==> config.mk <==
export PLATFORM = sky130hd
export DESIGN_NAME = fp_mul_pipe
export DESIGN_NICKNAME = d
export VERILOG_FILES = /design/src/rtl/fp_mul_pipe.sv
export SDC_FILE = /design/constraint.sdc
export NUM_CORES = 1
export LEC_CHECK = 0
export ABC_AREA = 1
export BUFFER_PORTS_ARGS = -buffer_cell sky130_fd_sc_hd__buf_4
export CAP_MARGIN = 40
export CORE_MARGIN = 2
export CORE_UTILIZATION = 50
export CTS_CLUSTER_DIAMETER = 40
export CTS_CLUSTER_SIZE = 24
export DETAILED_ROUTE_END_ITERATION = 7
export GPL_TIMING_DRIVEN = 0
export PLACE_DENSITY = 0.77
export SYNTH_ARGS = -nofsm -noshare
export SYNTH_HDL_FRONTEND = slang
export SYNTH_SLANG_ARGS = --single-unit
==> constraint.sdc <==
create_clock -name clk -period 6.23 [get_ports clk]
set_clock_uncertainty 0.15 [all_clocks]
set_input_delay 0.9345 -clock clk [delete_from_list [all_inputs] [get_ports clk]]
set_output_delay 0.9345 -clock clk [all_outputs]
set_load 0.1 [all_outputs]
==> src/rtl/fp_mul_pipe.sv <==
// Three-stage valid/ready floating-point multiplier with round-to-nearest-even.
// Subnormal operands and underflowing results are flushed to signed zero.
module fp_mul_pipe #(
    parameter int EXP_W = 8,
    parameter int MAN_W = 7
) (
    input  logic                 clk,
    input  logic                 rst,
    input  logic                 in_valid,
    output logic                 in_ready,
    input  logic [EXP_W+MAN_W:0] in_a,
    input  logic [EXP_W+MAN_W:0] in_b,
    output logic                 out_valid,
    input  logic                 out_ready,
    output logic [EXP_W+MAN_W:0] out_result,
    output logic                 out_nan,
    output logic                 out_inf,
    output logic                 out_zero
);
    localparam int W  = 1 + EXP_W + MAN_W;
    localparam int PW = 2 * (MAN_W + 1);
    localparam int XW = EXP_W + 2;
    localparam logic [XW-1:0]    BIAS   = XW'((1 << (EXP_W - 1)) - 1);
    localparam logic [EXP_W-1:0] EMAX   = '1;
    localparam logic [XW-1:0]    EMAX_X = {2'b00, EMAX};

    logic adv;

    // Stage 1 registers
    logic          s1_valid_q;
    logic          s1_sign_q, s1_sign_d;
    logic          s1_nan_q, s1_nan_d;
    logic          s1_inf_q, s1_inf_d;
    logic          s1_zero_q, s1_zero_d;
    logic [PW-1:0] s1_prod_q, s1_prod_d;
    logic [XW-1:0] s1_exp_q, s1_exp_d;

    // Stage 2 registers
    logic             s2_valid_q;
    logic             s2_sign_q, s2_sign_d;
    logic             s2_nan_q, s2_nan_d;
    logic             s2_inf_q, s2_inf_d;
    logic             s2_zero_q, s2_zero_d;
    logic [MAN_W-1:0] s2_frac_q, s2_frac_d;
    logic             s2_guard_q, s2_guard_d;
    logic             s2_sticky_q, s2_sticky_d;
    logic [XW-1:0]    s2_exp_q, s2_exp_d;

    // Output registers
    logic         out_valid_q;
    logic [W-1:0] out_result_q, out_result_d;
    logic         out_nan_q, out_nan_d;
    logic         out_inf_q, out_inf_d;
    logic         out_zero_q, out_zero_d;

    logic [EXP_W-1:0] ea, eb;
    logic [MAN_W-1:0] fa, fb;
    logic             a_max, b_max;
    logic [MAN_W:0]   frac_rnd;
    logic             round_up;
    logic [XW-1:0]    exp_rnd;
    logic             under, over;

    // The whole pipe advances in lockstep; a stalled output freezes every stage.
    assign in_ready = out_ready | ~out_valid_q;
    assign adv      = in_ready;

    assign ea    = in_a[W-2 -: EXP_W];
    assign eb    = in_b[W-2 -: EXP_W];
    assign fa    = in_a[MAN_W-1:0];
    assign fb    = in_b[MAN_W-1:0];
    assign a_max = (ea == EMAX);
    assign b_max = (eb == EMAX);

    always_comb begin
        s1_sign_d = in_a[W-1] ^ in_b[W-1];
        s1_nan_d  = (a_max & (|fa)) | (b_max & (|fb));
        s1_inf_d  = (a_max & ~(|fa)) | (b_max & ~(|fb));
        s1_zero_d = (ea == '0) | (eb == '0);
        s1_prod_d = PW'({1'b1, fa}) * PW'({1'b1, fb});
        s1_exp_d  = XW'(ea) + XW'(eb) - BIAS;
    end

    always_comb begin
        s2_sign_d = s1_sign_q;
        s2_nan_d  = s1_nan_q | (s1_inf_q & s1_zero_q);
        s2_inf_d  = ~s2_nan_d & s1_inf_q;
        s2_zero_d = ~s2_nan_d & ~s1_inf_q & s1_zero_q;
        if (s1_prod_q[PW-1]) begin
            s2_frac_d   = s1_prod_q[PW-2 -: MAN_W];
            s2_guard_d  = s1_prod_q[MAN_W];
            s2_sticky_d = |s1_prod_q[MAN_W-1:0];
            s2_exp_d    = s1_exp_q + XW'(1);
        end else begin
            s2_frac_d   = s1_prod_q[PW-3 -: MAN_W];
            s2_guard_d  = s1_prod_q[MAN_W-1];
            s2_sticky_d = |s1_prod_q[MAN_W-2:0];
            s2_exp_d    = s1_exp_q;
        end
    end

    // Underflow is judged on the pre-rounding exponent; overflow after the carry.
    always_comb begin
        round_up     = s2_guard_q & (s2_sticky_q | s2_frac_q[0]);
        frac_rnd     = {1'b0, s2_frac_q} + (MAN_W+1)'(round_up);
        exp_rnd      = s2_exp_q + XW'(frac_rnd[MAN_W]);
        under        = s2_exp_q[XW-1] | (s2_exp_q == '0);
        over         = ~exp_rnd[XW-1] & (exp_rnd >= EMAX_X);
        out_result_d = {s2_sign_q, exp_rnd[EXP_W-1:0], frac_rnd[MAN_W-1:0]};
        out_nan_d    = 1'b0;
        out_inf_d    = 1'b0;
        out_zero_d   = 1'b0;
        if (s2_nan_q) begin
            out_result_d = {1'b0, EMAX, 1'b1, {(MAN_W-1){1'b0}}};
            out_nan_d    = 1'b1;
        end else if (s2_inf_q) begin
            out_result_d = {s2_sign_q, EMAX, {MAN_W{1'b0}}};
            out_inf_d    = 1'b1;
        end else if (s2_zero_q | under) begin
            out_result_d = {s2_sign_q, {(W-1){1'b0}}};
            out_zero_d   = 1'b1;
        end else if (over) begin
            out_result_d = {s2_sign_q, EMAX, {MAN_W{1'b0}}};
            out_inf_d    = 1'b1;
        end
    end

    always_ff @(posedge clk or posedge rst) begin
        if (rst) begin
            s1_valid_q   <= 1'b0;
            s1_sign_q    <= 1'b0;
            s1_nan_q     <= 1'b0;
            s1_inf_q     <= 1'b0;
            s1_zero_q    <= 1'b0;
            s1_prod_q    <= '0;
            s1_exp_q     <= '0;
            s2_valid_q   <= 1'b0;
            s2_sign_q    <= 1'b0;
            s2_nan_q     <= 1'b0;
            s2_inf_q     <= 1'b0;
            s2_zero_q    <= 1'b0;
            s2_frac_q    <= '0;
            s2_guard_q   <= 1'b0;
            s2_sticky_q  <= 1'b0;
            s2_exp_q     <= '0;
            out_valid_q  <= 1'b0;
            out_result_q <= '0;
            out_nan_q    <= 1'b0;
            out_inf_q    <= 1'b0;
            out_zero_q   <= 1'b0;
        end else if (adv) begin
            s1_valid_q  <= in_valid;
            s1_sign_q   <= s1_sign_d;
            s1_nan_q    <= s1_nan_d;
            s1_inf_q    <= s1_inf_d;
            s1_zero_q   <= s1_zero_d;
            s1_prod_q   <= s1_prod_d;
            s1_exp_q    <= s1_exp_d;
            s2_valid_q  <= s1_valid_q;
            s2_sign_q   <= s2_sign_d;
            s2_nan_q    <= s2_nan_d;
            s2_inf_q    <= s2_inf_d;
            s2_zero_q   <= s2_zero_d;
            s2_frac_q   <= s2_frac_d;
            s2_guard_q  <= s2_guard_d;
            s2_sticky_q <= s2_sticky_d;
            s2_exp_q    <= s2_exp_d;
            out_valid_q <= s2_valid_q;
            if (s2_valid_q) begin
                out_result_q <= out_result_d;
                out_nan_q    <= out_nan_d;
                out_inf_q    <= out_inf_d;
                out_zero_q   <= out_zero_d;
            end
        end
    end

    assign out_valid  = out_valid_q;
    assign out_result = out_result_q;
    assign out_nan    = out_nan_q;
    assign out_inf    = out_inf_q;
    assign out_zero   = out_zero_q;
endmodule
## Yosys cells after proc, flatten, opt, wreduce, memory -nomap -nowiden

Index checks and enable logic that the tools add are counted.

- Register bits: 75
- Input bits: 36
- Output and inout bits: 21
- Logic and storage cells: 79

- $add $sub $neg: 5
- $mul: 1
- $lt $le $gt $ge: 1
- Equality and inequality tests: 2
- Muxes and demuxes: 16
- Bitwise gates (word level): 25
- Reduce and logical (&&, ||, !) cells: 8

Operators by type and width:

| cell | number |
|---|---|
| 15-bit 2-to-1 mux | 3 |
| 7-bit OR reduction | 3 |
| 8-bit == test, second input constant | 2 |
| 8-bit logical NOT | 2 |
| 8-bit by 8-bit multiplier with 16-bit output | 1 |
| 16-bit 2-to-1 mux | 1 |
| 10-bit by 1-bit adder with 10-bit output | 1 |
| 10-bit by 1-bit adder with 10-bit output, second input constant | 1 |
| 1-bit AND | 10 |
| 10-bit by 8-bit greater-or-equal comparator with 1-bit output, second input constant | 1 |
| 10-bit logical NOT | 1 |
| 1-bit 2-to-1 mux | 10 |
| 10-bit 2-to-1 mux | 1 |
| 9-bit by 7-bit subtractor with 10-bit output, second input constant | 1 |
| 8-bit by 8-bit adder with 9-bit output | 1 |
| 7-bit by 1-bit adder with 8-bit output | 1 |
| 1-bit bitwise OR | 8 |
| 7-bit 2-to-1 mux | 1 |
| 1-bit NOT | 6 |
| 6-bit OR reduction | 1 |
| 2-bit AND reduction | 1 |
| 1-bit bitwise XOR | 1 |

## Logic depth before layout (Yosys ltp)

- Word-level depth: 10
- Mapped depth: 20
- Gate-level depth less buffers: 20

## Worst setup path before layout

Ideal clock, no wire load.

- Path kind: input to register
- Start: input in_a[1]
- End: register s1_prod_q[11]
- Library setup time: 131 ps
- Arrival time: 4,572 ps
- Required time: 5,949 ps
- Path slack: 1,377 ps
- Cell stages on the path: 17
- Path buffers: 1
- Path through: clkbuf_1 -> inv_1 -> fa_1 -> inv_1 -> fa_1 -> fa_1 -> inv_1 -> fa_1 -> inv_1 -> ha_1 -> nand2_1 -> o21ai_0 -> nor2_1 -> o21ai_0 -> nand2_1 -> nand2_1 -> o22ai_1

- Word-level cells in the longest chain between the ends: 1

Ends and longest elaborated chain:

| element | RTL line | RTL |
|---|---|---|
| start: declaration | 11 | `input logic [EXP_W+MAN_W:0] in_a,` |
| 8-bit by 8-bit multiplier with 16-bit output | 80 | `s1_prod_d = PW'({1'b1, fa}) * PW'({1'b1, fb});` |
| end signal: assignment | 157 | `s1_prod_q <= s1_prod_d;` |
| end: declaration | 35 | `logic [PW-1:0] s1_prod_q, s1_prod_d;` |

Every way passes these cells.
A chain may end at the register's enable or synchronous reset.

## Final worst setup path

- Start: input in_b[6]
- End: register s1_prod_q[11]

- Word-level cells in the longest chain between the ends: 1

Ends and longest elaborated chain:

| element | RTL line | RTL |
|---|---|---|
| start: declaration | 12 | `input logic [EXP_W+MAN_W:0] in_b,` |
| 8-bit by 8-bit multiplier with 16-bit output | 80 |  |

Every way passes these cells.

==> reports/results.tsv <==
stage	metric	value	unit
yosys	ys_warn_count	0	
final_layout	drive_gt1_share	9.74	%
yosys	synth-edff-count	0	
route	drc	0	
clock_network	clk_pin_slew_worst_paths	0.06	ns
route	ant_nets	0	
flow_run	drv_cap	0	
timing	final_max_slew_viol_count	0	
floorplanning	die_area	0.0132	mm2
route	drt_iter0_drc	276	
timing	fin_crit_sh	79.9	%
clock_network	clockBufferDepth	2	
pwr	combPwrFrac	56.6	%
global_routing	grt_max_degree	71	
clock_network	cts_buffers	9	
yosys	synth_common_cells	nand2_1 (192), inv_1 (149), dfrtp_1 (75), nor2_1 (61), ha_1 (55)	
timing	finalSetupTns	0	ns
pwr	vdd_drop_max	175	uV
route	wl	13500	um
yosys	ys_types	38	
pwr	p_int	1560	uW
clock_network	postCtsSetupBuffers	0	
timing	worst_pin_slew	0.629	ns
yosys	synth_top_area_share	30.4	%
placement	dp_hpwl	10700	um
setup_path	cp.required	6.27	ns
setup_path	cp.arrival	5.02	ns
clock_network	clkLatencyLatePin	0.34	ns
setup_path	critPathKind	in2reg	
yosys	synth_cells	806	
global_routing	antenna_found_initial	0	
clock_network	root_buffer	clkbuf_16	
setup_path	crit_fanout	8	
yosys	async_reset_ff_share	100	%
placement	io_buffers	50	
pwr	powerDensity	444	mW/mm2
clock_network	ctsHtreeMaxLevel	3	
pwr	p_sw	1580	uW
final_layout	num_antenna_cells	0	
pwr	pwr-share-seq	26.4	%
timing	hold_slack	0.322	ns
min_path	holdCritPathClass	in2async	
clock_network	ctsResizeCount	0	
timing	period_needed	4.98	ns
yosys	ys_seq_area_share	30.4	%
yosys	synthTopCellsByArea	dfrtp_1 (30%), fa_1 (12%), nand2_1 (12%)	
timing	timing.fmax	201	MHz
yosys	yosysTopAreaCell	dfrtp_1	
clock_network	cts_hold_buf	0	
route	routedWlPerCell	13.2	um
global_routing	grt_overflow_total	0	
yosys	yosysMostFrequentCell	nand2_1	
final_layout	syn_to_final_growth	14.6	%
pwr	clock_power_share	17.0	%
final_layout	utilization	58.9	%
setup_path	crit_path_start_kind	primary input	
floorplanning	start_util	51.3	%
floorplanning	rows	40	
global_routing	grt_pass1_wl	23800	um
yosys	syn-cell-area	0.00617	mm2
route	post_drt_via_cell_ratio	5.14	
global_routing	grt_pass1_vias	5161	
global_routing	track_usage	22.2	%
yosys	synth_nets	934	
yosys	synth-seq-cells	75	
timing	setup_viol	0	
timing	rsz0062_at_grt	false	
setup_path	reg2reg_depth	18	
floorplanning	core	0.0120	mm2
yosys	syn_avg_cell_area	7.65	um2
timing	slew_headroom	58.1	%
final_layout	nets	996	
clock_network	cts_tree	yes	
yosys	ys.flop_type	dfrtp_1	
route	first_pass_iters	5	
outcome	status	completed	
floorplanning	dieHeight	115	um
pwr	p_sw_share	50.3	%
floorplanning	fp.dieW	115	um
clock_network	cts.sinks	75	
setup_path	worst_setup_path_end_kind	register	
placement	place_congestion	0.884	
floorplanning	io_pins	57	
timing	hold_viol	0	
pwr	p_leak	0.00378	uW
route	vias	5245	
==> sequential cells by signal, indices dropped and copies added (netlist names), 7 cells and up <==
signal      cells
s1_prod_q      16
s2_frac_q       7
s2_exp_q       10
s1_exp_q       10
out_result     16
==> stage by stage <==
stage	cell area (um2)	total power [uW]	setup WS (ns)	instances
detailed placement	6760	2610	0.949	1004
global placement	6730	2560	1.01	1003
finish	7070	3140	1.25	1020
global route	7070	3420	0.987	1020
CTS	7070	3150	1.30	1020
floorplan	6170	2210	1.38	806
==> final timing paths <==
check | startpoint | to | slack, ns
max reg2reg | s2_frac_q[0] | out_result[2] | 3.16
min reg2reg | out_result[0] | out_result[0] | 0.33
max | in_b[6] | s1_prod_q[11] | 1.25
max in group asynchronous | rst | s2_exp_q[6] | 5.06
min in group clk | out_result[0] | out_result[0] | 0.33
min | rst | s2_frac_q[2] | 0.32
==> power groups by stage <==
stage | combinational, uW | clock [uW] | sequential [uW]
after CTS | 1780 | 542 | 829
after floorplan | 998 | 0 | 1210
after global placement | 1740 | 0 | 827
final | 1780 | 534 | 829
after global routing | 2000 | 564 | 857
after detailed placement | 1770 | 0 | 837
==> layer usage <==
layer  vias to the layer above  wire, um  GRT usage, %  share of wire, %
met5                         -         0             0                 0
met4                         0       197          7.07               1.5
met3                        14       451          2.85               3.3
met2                       105      6530          37.3                48
met1                      2442      6320          30.1                47
li1                       2684         -             -                 -
==> logic make-up (layout without fill, tap and decap cells) <==
kind of cell / count (synthesis) / count (layout) / synth area share, %
AOI/OAI and AO/OA: 117 / 117 / 10.7
xor gates and xnor gates: 17 / 17 / 2.41
adders and majority gates: 92 / 92 / 23.2
buffers and inverters: 178 / 245 / 10.9
DFF: 75 / 75 / 30.4
and+or+nand+nor: 327 / 327 / 22.4
==> layout by cell type (no fill, tap or decap), types with 3 or more instances in the layout <==
master,n
nand2_1,192
inv_1,148
dfrtp_1,75
nor2_1,61
ha_1,55
buf_4,50
o21ai_0,49
a21oi_1,40
fa_1,37
nand3_1,29
clkbuf_1,26
nand4_1,14
xor2_1,14
nor3_1,12
clkbuf_16,9
nor4_1,7
o22ai_1,6
o211ai_1,5
o21ai_2,4
a31oi_1,3
or2_2,3
xnor2_1,3
==> cell type report <==
cell class | instances | area, um2
plain buffers | 27 | 103
inverters | 151 | 569
fillers | 1138 | 4940
flip-flops and latches | 75 | 1880
clock inverters | 5 | 60.1
well taps | 147 | 184
clock buffers | 11 | 253
repair buffers | 51 | 403
multi-input cells | 553 | 3620
==> critical path: stages <==
cell and delay, ns:
buf_4 0.08, clkbuf_1 0.34, nand2_1 0.14, fa_1 0.53, inv_1 0.06, fa_1 0.50
fa_1 0.54, inv_1 0.05, fa_1 0.52, inv_1 0.04, ha_1 0.34, nand2_1 0.11
o21ai_0 0.32, nor2_1 0.09, o21ai_0 0.21, nand2_1 0.07, nand2_1 0.06, o22ai_1 0.07
Power figures use the tool's default switching activity.
